`src/rtl/tl_arb_pkg.sv`:
```
`default_nettype none
// tl_arb_pkg -- state encodings, index type and TileLink-UL constants for the boot-ROM arbiter.
// Rev 1.0
package tl_arb_pkg;

  localparam logic [1:0] S_IDLE_ENC = 2'd0;
  localparam logic [1:0] S_A_ENC    = 2'd1;
  localparam logic [1:0] S_D_ENC    = 2'd2;
  localparam logic [1:0] S_TO_ENC   = 2'd3;

  typedef enum logic [1:0] {
    S_IDLE = S_IDLE_ENC,
    S_A    = S_A_ENC,
    S_D    = S_D_ENC,
    S_TO   = S_TO_ENC
  } arb_state_t;

  typedef logic mst_idx_t;

  localparam int TL_AW   = 32;
  localparam int TL_DW   = 32;
  localparam int TL_MW   = TL_DW / 8;
  localparam int TL_SZW  = 3;
  localparam int TL_SRCW = 4;

  localparam logic [2:0] TL_GET             = 3'd4;
  localparam logic [2:0] TL_ACCESS_ACK_DATA = 3'd1;

endpackage
`default_nettype wire

```
`src/rtl/tl_arb_watchdog.sv`:
```
`default_nettype none
// tl_arb_watchdog -- response watchdog; expire is high on the last permitted wait cycle.
// Rev 1.0
module tl_arb_watchdog #(
  parameter int TIMEOUT = 255,
  parameter int CNT_W   = 16
) (
  input  logic clk,
  input  logic rst_n,
  input  logic clr,
  input  logic en,
  output logic expire
);

  logic [CNT_W-1:0] cnt;

  always_ff @(posedge clk or negedge rst_n) begin
    if (!rst_n)   cnt <= '0;
    else if (clr) cnt <= '0;
    else if (en)  cnt <= cnt + 1'b1;
  end

  generate
    if (TIMEOUT != 0) begin : g_wd_on
      localparam logic [CNT_W-1:0] LAST = CNT_W'(TIMEOUT - 1);
      assign expire = (cnt == LAST);
    end else begin : g_wd_off
      assign expire = 1'b0;
    end
  endgenerate

endmodule
`default_nettype wire

```
`src/rtl/tl_rom_arbiter.sv`:
```
`default_nettype none
// tl_rom_arbiter -- 2:1 round-robin TileLink-UL arbiter in front of the boot ROM, one transaction in flight.
// Rev 1.0
module tl_rom_arbiter
  import tl_arb_pkg::*;
#(
  parameter int PRIO_INIT = 0,
  parameter int TIMEOUT   = 255,
  parameter int CNT_W     = 16
) (
  input  logic               clk,
  input  logic               rst_n,
  // requester 0 (fetch)
  input  logic               m0_a_valid,
  output logic               m0_a_ready,
  input  logic [2:0]         m0_a_opcode,
  input  logic [2:0]         m0_a_param,
  input  logic [TL_SZW-1:0]  m0_a_size,
  input  logic [TL_SRCW-1:0] m0_a_source,
  input  logic [TL_AW-1:0]   m0_a_address,
  input  logic [TL_MW-1:0]   m0_a_mask,
  input  logic [TL_DW-1:0]   m0_a_data,
  input  logic               m0_a_corrupt,
  output logic               m0_d_valid,
  input  logic               m0_d_ready,
  output logic [2:0]         m0_d_opcode,
  output logic [2:0]         m0_d_param,
  output logic [TL_SZW-1:0]  m0_d_size,
  output logic [TL_SRCW-1:0] m0_d_source,
  output logic               m0_d_denied,
  output logic [TL_DW-1:0]   m0_d_data,
  output logic               m0_d_corrupt,
  // requester 1 (data)
  input  logic               m1_a_valid,
  output logic               m1_a_ready,
  input  logic [2:0]         m1_a_opcode,
  input  logic [2:0]         m1_a_param,
  input  logic [TL_SZW-1:0]  m1_a_size,
  input  logic [TL_SRCW-1:0] m1_a_source,
  input  logic [TL_AW-1:0]   m1_a_address,
  input  logic [TL_MW-1:0]   m1_a_mask,
  input  logic [TL_DW-1:0]   m1_a_data,
  input  logic               m1_a_corrupt,
  output logic               m1_d_valid,
  input  logic               m1_d_ready,
  output logic [2:0]         m1_d_opcode,
  output logic [2:0]         m1_d_param,
  output logic [TL_SZW-1:0]  m1_d_size,
  output logic [TL_SRCW-1:0] m1_d_source,
  output logic               m1_d_denied,
  output logic [TL_DW-1:0]   m1_d_data,
  output logic               m1_d_corrupt,
  // downstream ROM
  output logic               s_a_valid,
  input  logic               s_a_ready,
  output logic [2:0]         s_a_opcode,
  output logic [2:0]         s_a_param,
  output logic [TL_SZW-1:0]  s_a_size,
  output logic [TL_SRCW-1:0] s_a_source,
  output logic [TL_AW-1:0]   s_a_address,
  output logic [TL_MW-1:0]   s_a_mask,
  output logic [TL_DW-1:0]   s_a_data,
  output logic               s_a_corrupt,
  input  logic               s_d_valid,
  output logic               s_d_ready,
  input  logic [2:0]         s_d_opcode,
  input  logic [2:0]         s_d_param,
  input  logic [TL_SZW-1:0]  s_d_size,
  input  logic [TL_SRCW-1:0] s_d_source,
  input  logic               s_d_denied,
  input  logic [TL_DW-1:0]   s_d_data,
  input  logic               s_d_corrupt
);

  localparam mst_idx_t RR_INIT = mst_idx_t'(PRIO_INIT[0]);

  arb_state_t         state, state_nxt;
  mst_idx_t           gnt, gnt_nxt, rr, rr_nxt;
  logic [TL_SZW-1:0]  cap_size;
  logic [TL_SRCW-1:0] cap_source;
  logic               wd_clr, wd_en, wd_expire;
  logic               sel_a_valid, sel_d_ready;
  logic               a_ready_sel, d_valid_sel;
  logic [2:0]         d_opcode, d_param;
  logic [TL_SZW-1:0]  d_size;
  logic [TL_SRCW-1:0] d_source;
  logic               d_denied, d_corrupt;
  logic [TL_DW-1:0]   d_data;

  assign sel_a_valid = gnt ? m1_a_valid : m0_a_valid;
  assign sel_d_ready = gnt ? m1_d_ready : m0_d_ready;

  assign s_a_opcode  = gnt ? m1_a_opcode  : m0_a_opcode;
  assign s_a_param   = gnt ? m1_a_param   : m0_a_param;
  assign s_a_size    = gnt ? m1_a_size    : m0_a_size;
  assign s_a_source  = gnt ? m1_a_source  : m0_a_source;
  assign s_a_address = gnt ? m1_a_address : m0_a_address;
  assign s_a_mask    = gnt ? m1_a_mask    : m0_a_mask;
  assign s_a_data    = gnt ? m1_a_data    : m0_a_data;
  assign s_a_corrupt = gnt ? m1_a_corrupt : m0_a_corrupt;

  assign m0_a_ready = a_ready_sel & ~gnt;
  assign m1_a_ready = a_ready_sel &  gnt;
  assign m0_d_valid = d_valid_sel & ~gnt;
  assign m1_d_valid = d_valid_sel &  gnt;

  always_comb begin
    state_nxt   = state;
    gnt_nxt     = gnt;
    rr_nxt      = rr;
    s_a_valid   = 1'b0;
    s_d_ready   = 1'b0;
    a_ready_sel = 1'b0;
    d_valid_sel = 1'b0;
    wd_clr      = 1'b0;
    wd_en       = 1'b0;
    case (state)
      S_IDLE: begin
        s_d_ready = 1'b1;
        if (m0_a_valid || m1_a_valid) begin
          state_nxt = S_A;
          gnt_nxt   = (m0_a_valid && m1_a_valid) ? rr : mst_idx_t'(m1_a_valid);
        end
      end
      S_A: begin
        s_a_valid   = sel_a_valid;
        a_ready_sel = s_a_ready;
        if (sel_a_valid && s_a_ready) begin
          state_nxt = S_D;
          wd_clr    = 1'b1;
        end else if (!sel_a_valid) begin
          state_nxt = S_IDLE;
        end
      end
      S_D: begin
        s_d_ready   = sel_d_ready;
        d_valid_sel = s_d_valid;
        if (s_d_valid && sel_d_ready) begin
          state_nxt = S_IDLE;
          rr_nxt    = ~gnt;
        end else begin
          wd_en = 1'b1;
          if (wd_expire && !s_d_valid) state_nxt = S_TO;
        end
      end
      S_TO: begin
        s_d_ready   = 1'b1;
        d_valid_sel = 1'b1;
        if (sel_d_ready) begin
          state_nxt = S_IDLE;
          rr_nxt    = ~gnt;
        end
      end
      default: state_nxt = S_IDLE;
    endcase
  end

  // Denied data responses also flag corrupt, as TileLink requires for AccessAckData.
  always_comb begin
    d_opcode  = s_d_opcode;
    d_param   = s_d_param;
    d_size    = s_d_size;
    d_source  = s_d_source;
    d_denied  = s_d_denied;
    d_data    = s_d_data;
    d_corrupt = s_d_corrupt;
    if (state == S_TO) begin
      d_opcode  = TL_ACCESS_ACK_DATA;
      d_param   = 3'd0;
      d_size    = cap_size;
      d_source  = cap_source;
      d_denied  = 1'b1;
      d_data    = '0;
      d_corrupt = 1'b1;
    end
  end

  assign m0_d_opcode  = d_opcode;
  assign m0_d_param   = d_param;
  assign m0_d_size    = d_size;
  assign m0_d_source  = d_source;
  assign m0_d_denied  = d_denied;
  assign m0_d_data    = d_data;
  assign m0_d_corrupt = d_corrupt;
  assign m1_d_opcode  = d_opcode;
  assign m1_d_param   = d_param;
  assign m1_d_size    = d_size;
  assign m1_d_source  = d_source;
  assign m1_d_denied  = d_denied;
  assign m1_d_data    = d_data;
  assign m1_d_corrupt = d_corrupt;

  always_ff @(posedge clk or negedge rst_n) begin
    if (!rst_n) begin
      state      <= S_IDLE;
      gnt        <= 1'b0;
      rr         <= RR_INIT;
      cap_size   <= '0;
      cap_source <= '0;
    end else begin
      state <= state_nxt;
      gnt   <= gnt_nxt;
      rr    <= rr_nxt;
      if (state == S_A && s_a_valid && s_a_ready) begin
        cap_size   <= s_a_size;
        cap_source <= s_a_source;
      end
    end
  end

  tl_arb_watchdog #(
    .TIMEOUT (TIMEOUT),
    .CNT_W   (CNT_W)
  ) u_watchdog (
    .clk    (clk),
    .rst_n  (rst_n),
    .clr    (wd_clr),
    .en     (wd_en),
    .expire (wd_expire)
  );

endmodule
`default_nettype wire
```
`config.mk`:
```
export PLATFORM = sky130hd
export DESIGN_NAME = tl_rom_arbiter
export DESIGN_NICKNAME = d
export VERILOG_FILES = /design/src/rtl/tl_arb_pkg.sv /design/src/rtl/tl_arb_watchdog.sv /design/src/rtl/tl_rom_arbiter.sv
export SDC_FILE = /design/constraint.sdc
export NUM_CORES = 1
export LEC_CHECK = 0
export BUFFER_PORTS_ARGS = -buffer_cell sky130_fd_sc_hd__clkbuf_2
export CAP_MARGIN = 30
export CORE_AREA = 2 2 155 157
export CTS_CLUSTER_DIAMETER = 120
export CTS_CLUSTER_SIZE = 28
export DETAILED_ROUTE_END_ITERATION = 10
export DIE_AREA = 0 0 157 159
export HOLD_SLACK_MARGIN = 0.15
export REMOVE_ABC_BUFFERS = 1
export SLEW_MARGIN = 20
export SYNTH_ARGS = -nofsm -noshare
export SYNTH_HDL_FRONTEND = slang
export SYNTH_SLANG_ARGS = --single-unit
```
`constraint.sdc`:
```
create_clock -name clk -period 2.4 [get_ports clk]
set_input_delay 0.12 -clock clk [delete_from_list [all_inputs] [get_ports clk]]
set_output_delay 0.12 -clock clk [all_outputs]
set_load 0.05 [all_outputs]
```
==> results.toml, run 1 <==
[setup_path]
critPathArrivalTime_ns = 2.02
critPathCaptureType = "primary output"
path_class = "reg -> out"
ff2ff_path_depth = 5
crit_fanout = 79
worst_ep_required_time_ns = 2.28
reg2reg_to = "state[1]$_DFFE_PN0P_"
r2r_start = "gnt$_DFFE_PN0P_"
startpoint_type = "register"
ff2ff_setup_slack_ns = 0.51

[power]
intPower_w = 0.002251
seqPwrFrac_pct = 10.8
pwr-share-comb_pct = 82.6
clkPwrFrac_pct = 6.6
peakVddDrop_mv = 0.7428
switching_share_pct = 65.50
leakage_nw = 2.883
switchingPower_w = 0.004273
pwr_density_cell_nw_per_um2 = 1231

[floorplanning]
dieArea_um2 = 24960
core_area_um2 = 23190
num_rows = 56
ios = 401
start_util_pct = 13.52
die_y_um = 159
die_w_um = 157

[yosys]
synth_top_cell_area_share_pct = 34.84
synth_top_area_cell = "mux2_2"
synthArstFlopShare_pct = 100.0
synth_enable_flop_cells = 0
synth.area.top_cells = "mux2_2, dfrtp_1, buf_4"
yosysUniqueCellTypes = 38
syn_area_per_cell_um2 = 9.444
syn_area_um2 = 3136
yosys-top-cells-count = "mux2_2, buf_4, nor2b_1"
synthCells = 332
yosysWarnings = 0
synthFlopType = "dfrtp_1"
synth_seq_cells = 27
yosysMostFrequentCell = "mux2_2"
seq_area_frac_synth_pct = 21.55

[cts]
cts_num_sinks = 27
cts_tree = "yes"
holdBufCountCts = 4
cts_buffers = 3
clk_pin_slew_ns = 0.08
clock_latency_ns = 0.27
clockBufferDepth = 2
cts_root_buf = "clkbuf_16"
post_cts_buffers = 0
ctsResizeCount = 0
cts-htree-levels = 1

[drt]
wl_per_cell_um = 19.72
wl_um = 19840
first_iter_violations = 181
final_antenna_net_count = 0
vias_per_cell = 3.814
vias = 3837
drtPass1Iterations = 4
drc_errors = 0

[run]
cap_viol_max_count = 0

[sta]
final_max_slew_viol_count = 0
fin_crit_sh_pct = 89.32
slew_headroom_pct = 45.82
setup_viol = 0
setup_tns_ns = 0
worstMarginPinSlew_ns = 0.8127
rsz0062_at_grt = "no"
fmax_ghz = 0.4665
timing_hold_violations_final = 0
fin_skew_ns = 0.003172
fin_hold_ws_ns = 0.1867
period_needed_ns = 2.144

[min_path]
hp-start = "m0_d_ready"
holdPathEnd = "rr$_DFFE_PN0P_"
hold_depth = 3
min_path_type = "in -> reg"

[outcome]
status = "finished, final reports clean"

[layout]
nets = 905
area_growth_pct = 69.03
drive_gt1_share_pct = 76.11

[placement]
place.gp.congestion = 0.8508
dp_hpwl_um = 17910
port_buffers = 400

[global_route]
grt_pass1_wl_um = 26390
grt_pass1_vias = 3740
antenna_found_initial = 24
overflow = 0
grtUsageTotal_pct = 15.11
grt_max_degree = 80
==> cell usage in the layout, fill, tap and decap left out, drive strengths merged, types with 3 or more instances in the layout <==
| cell | instances |
|---|---|
| buf | 3 |
| dlygate4sd3 | 4 |
| diode | 9 |
| or2 | 3 |
| nor4 | 5 |
| and3 | 6 |
| dfrtp | 27 |
| inv | 6 |
| nand2 | 9 |
| clkbuf | 403 |
| xor2 | 5 |
| xnor2 | 9 |
| nor2b | 39 |
| ha | 7 |
| mux2 | 98 |
| a21oi | 6 |
| nand4 | 6 |
| nor2 | 21 |
| o21ai | 3 |
==> layer usage <==
layer	routed length (µm)	global-route usage (%)	vias up
li1	-	-	1799
met1	8508	18.98	1735
met2	7834	21.75	259
met3	3077	9.935	28
met4	323	2.627	16
met5	95	0	-
==> power groups by stage <==
stage | clock network, W | logic [W] | registers, W
6_report | 0.000432 | 0.00539 | 0.000706
3_5_place_dp | 0 | 0.00540 | 0.000719
5_1_grt | 0.000476 | 0.00563 | 0.000728
4_1_cts | 0.000456 | 0.00543 | 0.000709
2_1_floorplan | 0 | 0.00393 | 0.000810
3_3_place_gp | 0 | 0.00537 | 0.000716
==> area by class of cell <==
type	instances	area [µm²]
Clock inverter	1	8.758
Multi-Input combinational cell	235	2007
Clock buffer	3	75.07
Fill cell	2609	17890
Tap cell	319	399.1
Sequential cell	27	679.4
Inverter	5	18.77
Antenna cell	9	22.52
Timing Repair Buffer	407	2090
==> worst max-delay path, cell delays in order (launching register included) <==
cell and delay, ns:
dfrtp_4 0.60, buf_12 0.39, mux2_2 0.44, clkbuf_2 0.25
==> how the worst max path moves through the flow <==
stage,to,startpoint,cells past startpoint
global route,s_a_data[15],gnt$_DFFE_PN0P_,3
CTS,s_a_data[15],gnt$_DFFE_PN0P_,3
floorplan,state[1]$_DFFE_PN0P_,gnt$_DFFE_PN0P_,5
global placement,state[1]$_DFFE_PN0P_,gnt$_DFFE_PN0P_,5
detailed placement,state[1]$_DFFE_PN0P_,gnt$_DFFE_PN0P_,5
finish,s_a_data[15],gnt$_DFFE_PN0P_,3
==> cells by family after synthesis <==
kind of cell             share of synthesized area [%]
AO/OA/AOI/OAI                                    3.871
XOR/XNOR                                         3.911
adder cells (fa/ha/maj)                          2.793
buffers and inverters                            14.60
flip-flops                                       21.55
multiplexers                                     36.07
AND/OR/NAND/NOR                                  17.20
==> sequential cells by signal, summed over array words and instances (netlist names) <==
| name | cells |
|---|---|
| rr | 1 |
| cap_source | 4 |
| gnt | 1 |
| cap_size | 3 |
| u_watchdog.cnt | 16 |
| state | 2 |
==> stage by stage <==
step,setup WS (ns),cells,total power (W),instance area (µm²),utilization (%)
2_1_floorplan,-1.533,267,0.004745,2696,-
3_3_place_gp,0.5428,989,0.006085,5154,22.22
3_5_place_dp,0.5277,989,0.006122,5154,22.22
4_1_cts,0.2414,997,0.006598,5278,22.76
5_1_grt,0.1794,998,0.006835,5280,22.77
6_report,0.2562,1006,0.006524,5300,22.85
Note: power is estimated with default switching activity, not from simulation.
==> run 2: changes to the inputs <==
- ABC_AREA: default -> 1
- CORE_AREA: 2 2 155 157 -> 2 2 154 156
- DIE_AREA: 0 0 157 159 -> 0 0 156 158
==> run 2 against run 1 <==
Effect of this change: global-route usage is 1.5 points lower; sequential share of layout area is 0.71 points lower; critical endpoint is now m0_d_data[12]; combinational power is 7.1% higher; total power is 5.0% higher; register-to-register slack better by 0.10 ns; worst hold slack worse by 0.00081 ns; maximum frequency is 6.5% higher; cell area is 5.9% higher.
==> results.toml, run 2 <==
[outcome]
status = "finished, final reports clean"

[setup_path]
path_delay_family = "buffers and inverters"
critPathArrivalTime_ns = 1.89
critPathBufInv = 2
crit_path_cell_trace = "ha_1, buf_4, nor2_1, clkbuf_2"
crit_fanout = 41
cp_num_cells = 4
ff2ff_path_depth = 8
startpoint_type = "register"
worst_ep_required_time_ns = 2.28
critPathCaptureType = "primary output"
cpPeakStageDelay_ns = 0.44
path_class = "reg -> out"
slowest_stage = "dfrtp_1"

[cts]
clockBufferDepth = 2
post_cts_buffers = 0
cts_buffers = 3
cts_num_sinks = 27
cts_root_buf = "clkbuf_16"
clock_latency_ns = 0.28
cts_tree = "yes"
clk_pin_slew_ns = 0.08
ctsResizeCount = 0
holdBufCountCts = 2
cts-htree-levels = 1

[sta]
fmax_ghz = 0.4967
fin_skew_ns = 0.01287
fin_crit_sh_pct = 83.89
period_needed_ns = 2.013
timing.final.ws_setup_ns = 0.3865
worstMarginPinSlew_ns = 0.7469
setup_viol = 0
final_max_slew_viol_count = 0
rsz0062_at_grt = "no"
timing_hold_violations_final = 0
slew_headroom_pct = 50.20
fin_hold_ws_ns = 0.1859

[layout]
top_register = "u_watchdog.cnt"
area_growth_pct = 62.38
antenna_cells = 0
fin_cells = 1266
mostFrequentLayoutCells = "clkbuf_2, nand2_1, inv_1, nor2_1, dfrtp_1"
post-route-util_pct = 24.34
nFillCells = 2636
drive_gt1_share_pct = 44.57
nets = 1203
final_common_cell = "clkbuf_2"
reg_top3 = "u_watchdog.cnt x16, cap_source x4, cap_size x3"
largest_reg_flops = 16
final_area_um2 = 5612

[power]
seqPwrFrac_pct = 9.8
leakage_nw = 3.689
peakVddDrop_mv = 0.6386
intPower_w = 0.002058
clkPwrFrac_pct = 6.0
pwr-share-comb_pct = 84.2
pwr_density_cell_nw_per_um2 = 1221
switchingPower_w = 0.004796
switching_share_pct = 69.98

[yosys]
synth_top_area_cell = "nand2_1"
syn_area_um2 = 3456
yosys-top-cells-count = "nand2_1, inv_1, nor2_1"
synth.area.top_cells = "nand2_1, dfrtp_1, buf_4"
synthFlopType = "dfrtp_1"
yosysWarnings = 0
synth_seq_cells = 27
synth_top_cell_area_share_pct = 34.11
synthCells = 638
yosysUniqueCellTypes = 29
synthArstFlopShare_pct = 100.0
synth_enable_flop_cells = 0
syn_area_per_cell_um2 = 5.417
yosysMostFrequentCell = "nand2_1"
seq_area_frac_synth_pct = 19.55

[floorplanning]
die_y_um = 158
die_w_um = 156
num_rows = 56
core_area_um2 = 23050
ios = 401
start_util_pct = 14.99
dieArea_um2 = 24650

[placement]
dpl_cell_area_um2 = 5509
place.gp.congestion = 0.8649
placedCellCount = 1260
dp_hpwl_um = 16040
pre_cts_slack_ns = 0.6080
port_buffers = 400

[global_route]
grt_max_degree = 89
grt_pass1_wl_um = 25590
grtUsageTotal_pct = 13.65
antenna_found_initial = 1
grt_pass1_vias = 4462
overflow = 0

[min_path]
min_path_type = "in -> reg"
hold_depth = 5

[drt]
drc_errors = 0
first_iter_violations = 238
vias = 4886
final_antenna_net_count = 0
drtPass1Iterations = 4
wl_per_cell_um = 14.41
wl_um = 18240
vias_per_cell = 3.859

[run]
cap_viol_max_count = 0
[run 2: final cells by class]
cell class	instances	area [µm²]	area share [%]
Inverter	70	265.3	4.727
Timing Repair Buffer	409	2205	39.29
Multi-Input combinational cell	466	2017	35.94
Clock buffer	3	75.07	1.338
Clock inverter	1	7.507	0.1338
Sequential cell	27	679.4	12.11
Tap cell	290	362.8	6.466
[run 2: tightest hold or removal path, stage by stage]
cell	delay, ns
clkbuf_2	0.08
nand2_1	0.04
nand2_1	0.07
nand2_1	0.05
o21ai_0	0.06
[run 2: power by group through the flow]
stage / registers, W / clock network (W) / logic (W)
floorplan: 0.000767 / 0 / 0.00394
global route: 0.000690 / 0.000453 / 0.00610
finish: 0.000671 / 0.000413 / 0.00577
CTS: 0.000673 / 0.000426 / 0.00583
global placement: 0.000678 / 0 / 0.00580
detailed placement: 0.000681 / 0 / 0.00582
[run 2: worst paths after layout]
| kind | startpoint | slack, ns | to |
|---|---|---|---|
| max | state[0]$_DFFE_PN0P_ | 0.39 | m0_d_data[12] |
| min | m0_a_size[2] | 0.19 | cap_size[2]$_DFFE_PN0P_ |
| max reg2reg | gnt$_DFFE_PN0P_ | 0.61 | u_watchdog.cnt[1]$_DFFE_PN0P_ |
| min reg2reg | cap_size[0]$_DFFE_PN0P_ | 0.52 | cap_size[0]$_DFFE_PN0P_ |
| max in group asynchronous | rst_n | 1.41 | gnt$_DFFE_PN0P_ |
| min in group asynchronous | rst_n | 0.44 | rr$_DFFE_PN0P_ |
[run 2: metrics by stage]
stage          power (W)  setup TNS [ns]
2_1_floorplan   0.004704          -81.05
3_3_place_gp    0.006483               0
3_5_place_dp    0.006499               0
4_1_cts         0.006930               0
5_1_grt         0.007245               0
6_report        0.006854               0
[run 2: cell families (layout without fill, tap and decap cells)]
kind of cell | count (synthesis) | count (layout) | synth area share (%)
flops | 27 | 27 | 19.55
compound gates | 35 | 35 | 5.286
buf+inv | 145 | 483 | 22.09
fa+ha+maj | 7 | 7 | 2.534
simple gates | 421 | 421 | 49.78
xor+xnor | 3 | 3 | 0.7605
[run 2: layer usage]
metal / global-route usage, % / vias up / part of all wire [%] / wire length (µm)
li1: - / 2532 / - / -
met1: 18.47 / 2146 / 44 / 8102
met2: 22.38 / 191 / 47 / 8581
met3: 3.258 / 15 / 7.3 / 1331
met4: 2.359 / 2 / 1.2 / 212
met5: 0 / - / 0.066 / 12
==> run 3: changes to the inputs <==
- clock period: 2.4 -> 1.8 ns (I/O delays scaled with it)
==> run 3 against run 2 <==
Effect of this change: wire length grew 5.3%; critical path depth stayed put; clock power up 37%; via count increased by 2.4%; the run now ends with negative setup slack left; clock-buffer cell count did not move; critical path type unchanged; total power rose by 66%; non-clock buffer count rose by 10; die area is the same; setup slack lost 0.42 ns; sequential power increased by 37%.
==> results.toml, run 3 (same netlist as run 2, synthesis figures left out) <==
[min_path]
min_path_type = "in -> reg"

[sta]
worstMarginPinSlew_ns = 0.7139
setup_viol = 2
final_max_slew_viol_count = 0
timing.final.ws_setup_ns = -0.03067
period_needed_ns = 1.831
fin_skew_ns = 0.003250
rsz0062_at_grt = "yes"
timing_hold_violations_final = 0
setup_tns_ns = -0.05863
fin_crit_sh_pct = 101.7
slew_headroom_pct = 52.41
fmax_ghz = 0.5462

[power]
peakVddDrop_mv = 0.8385
pwr_density_cell_nw_per_um2 = 1662
leakage_nw = 4.106
total_power_w = 0.01139

[cts]
clk_pin_slew_ns = 0.08
clock_latency_ns = 0.28
cts_num_sinks = 27
cts_root_buf = "clkbuf_16"
clockBufferDepth = 2
cts-htree-levels = 1
cts_buffers = 3
cts_tree = "yes"

[layout]
post-route-util_pct = 29.71
reg_top3 = "u_watchdog.cnt x16, cap_source x4, cap_size x3"
antenna_cells = 0
top_register = "u_watchdog.cnt"
mostFrequentLayoutCells = "nand2_1, clkbuf_2, buf_12, inv_1, nor2_1"
final_area_um2 = 6849
drive_gt1_share_pct = 46.65
nets = 1213
largest_reg_flops = 16
area_growth_pct = 98.19
final_common_cell = "nand2_1"

[global_route]
grt_pass1_wl_um = 26540
grt_max_degree = 56
grt_pass1_vias = 4618
antenna_found_initial = 0
grtUsageTotal_pct = 14.18
overflow = 0

[setup_path]
worst_ep_required_time_ns = 1.71
crit_fanout = 21
startpoint_type = "register"
slowest_stage = "dfrtp_1"
critPathBufInv = 2
cpPeakStageDelay_ns = 0.44
path_delay_family = "buffers and inverters"
crit_path_cell_trace = "ha_4, buf_4, nor2_1, clkbuf_4"
critPathCaptureType = "primary output"
path_class = "reg -> out"
critPathArrivalTime_ns = 1.74

[drt]
vias_per_cell = 3.921
wl_per_cell_um = 15.05
wl_um = 19200
final_antenna_net_count = 0
vias = 5003
drtPass1Iterations = 4
first_iter_violations = 249
drc_errors = 0

[placement]
pre_cts_slack_ns = 0.2348
place.gp.congestion = 0.8775
dpl_cell_area_um2 = 6447
dp_hpwl_um = 16480
port_buffers = 400

[floorplanning]
num_rows = 56
core_area_um2 = 23050
start_util_pct = 14.99
die_w_um = 156
dieArea_um2 = 24650
die_y_um = 158
ios = 401

[outcome]
violations = "negative setup slack"
status = "finished with violations"

[run]
cap_viol_max_count = 0
run 3: cell types whose count changed in the layout (fill, tap and decap cells not counted), sizes merged:
cell	previous run	this run
clkinvlp	1	0
clkbuf	396	313
inv	70	71
buf	14	107
run 3: power by group:
part           switching, W  internal [W]  total, W
combinational       0.00645       0.00345   0.00990
clock              0.000256      0.000309  0.000565
sequential         0.000146      0.000774  0.000919
run 3: final cells by class:
cell class / count / area [µm²]
fillers: 2492 / 16200
repair buffers: 419 / 3376
multi-input cells: 466 / 2077
flip-flops and latches: 27 / 679.4
well taps: 290 / 362.8
inverters: 70 / 270.3
clock buffers: 3 / 75.07
clock inverters: 1 / 8.758
run 3: what timing repair did:
action	4_1_cts	5_1_grt
pin swaps	0	1
gates cloned	0	2
setup buffers	2	1
resized for setup	30	90
hold buffers	2	0
endpoints found under the setup margin	39	96
hold endpoints to repair	28	0
run 3: layer usage:
metal  part of all wire (%)  routed length (µm)  up-vias  global-route usage (%)
li1                       -                   -     2554                       -
met1                     44                8403     2207                   18.96
met2                     47                9103      221                   23.35
met3                    6.4                1233       21                   2.737
met4                    2.4                 465        0                   3.844
met5                      0                   0        -                       0
run 3: worst paths after layout:
path	startpoint	endpoint	slack, ns	depth (start not counted)
max	state[1]$_DFFE_PN0P_	m1_d_data[0]	-0.03	4
min	m0_a_size[2]	cap_size[2]$_DFFE_PN0P_	0.17	5
max reg2reg	gnt$_DFFE_PN0P_	u_watchdog.cnt[1]$_DFFE_PN0P_	0.21	8
min reg2reg	cap_size[0]$_DFFE_PN0P_	cap_size[0]$_DFFE_PN0P_	0.52	2
max in group asynchronous	rst_n	gnt$_DFFE_PN0P_	0.87	2
min in group asynchronous	rst_n	u_watchdog.cnt[10]$_DFFE_PN0P_	0.40	2
run 3: tightest hold or removal path, delay by kind of cell:
family	cells	cell delay (ns)
AOI/OAI and AO/OA	1	0.06
buffers and inverters	1	0.08
and+or+nand+nor	3	0.17
run 3: through the flow:
stage / std cells / hold slack, ns
final: 1276 / 0.1653
after global routing: 1276 / 0.1708
after CTS: 1273 / 0.1553
after detailed placement: 1265 / 0.1927
after global placement: 1265 / 0.1738
after floorplan: 563 / -0.2056
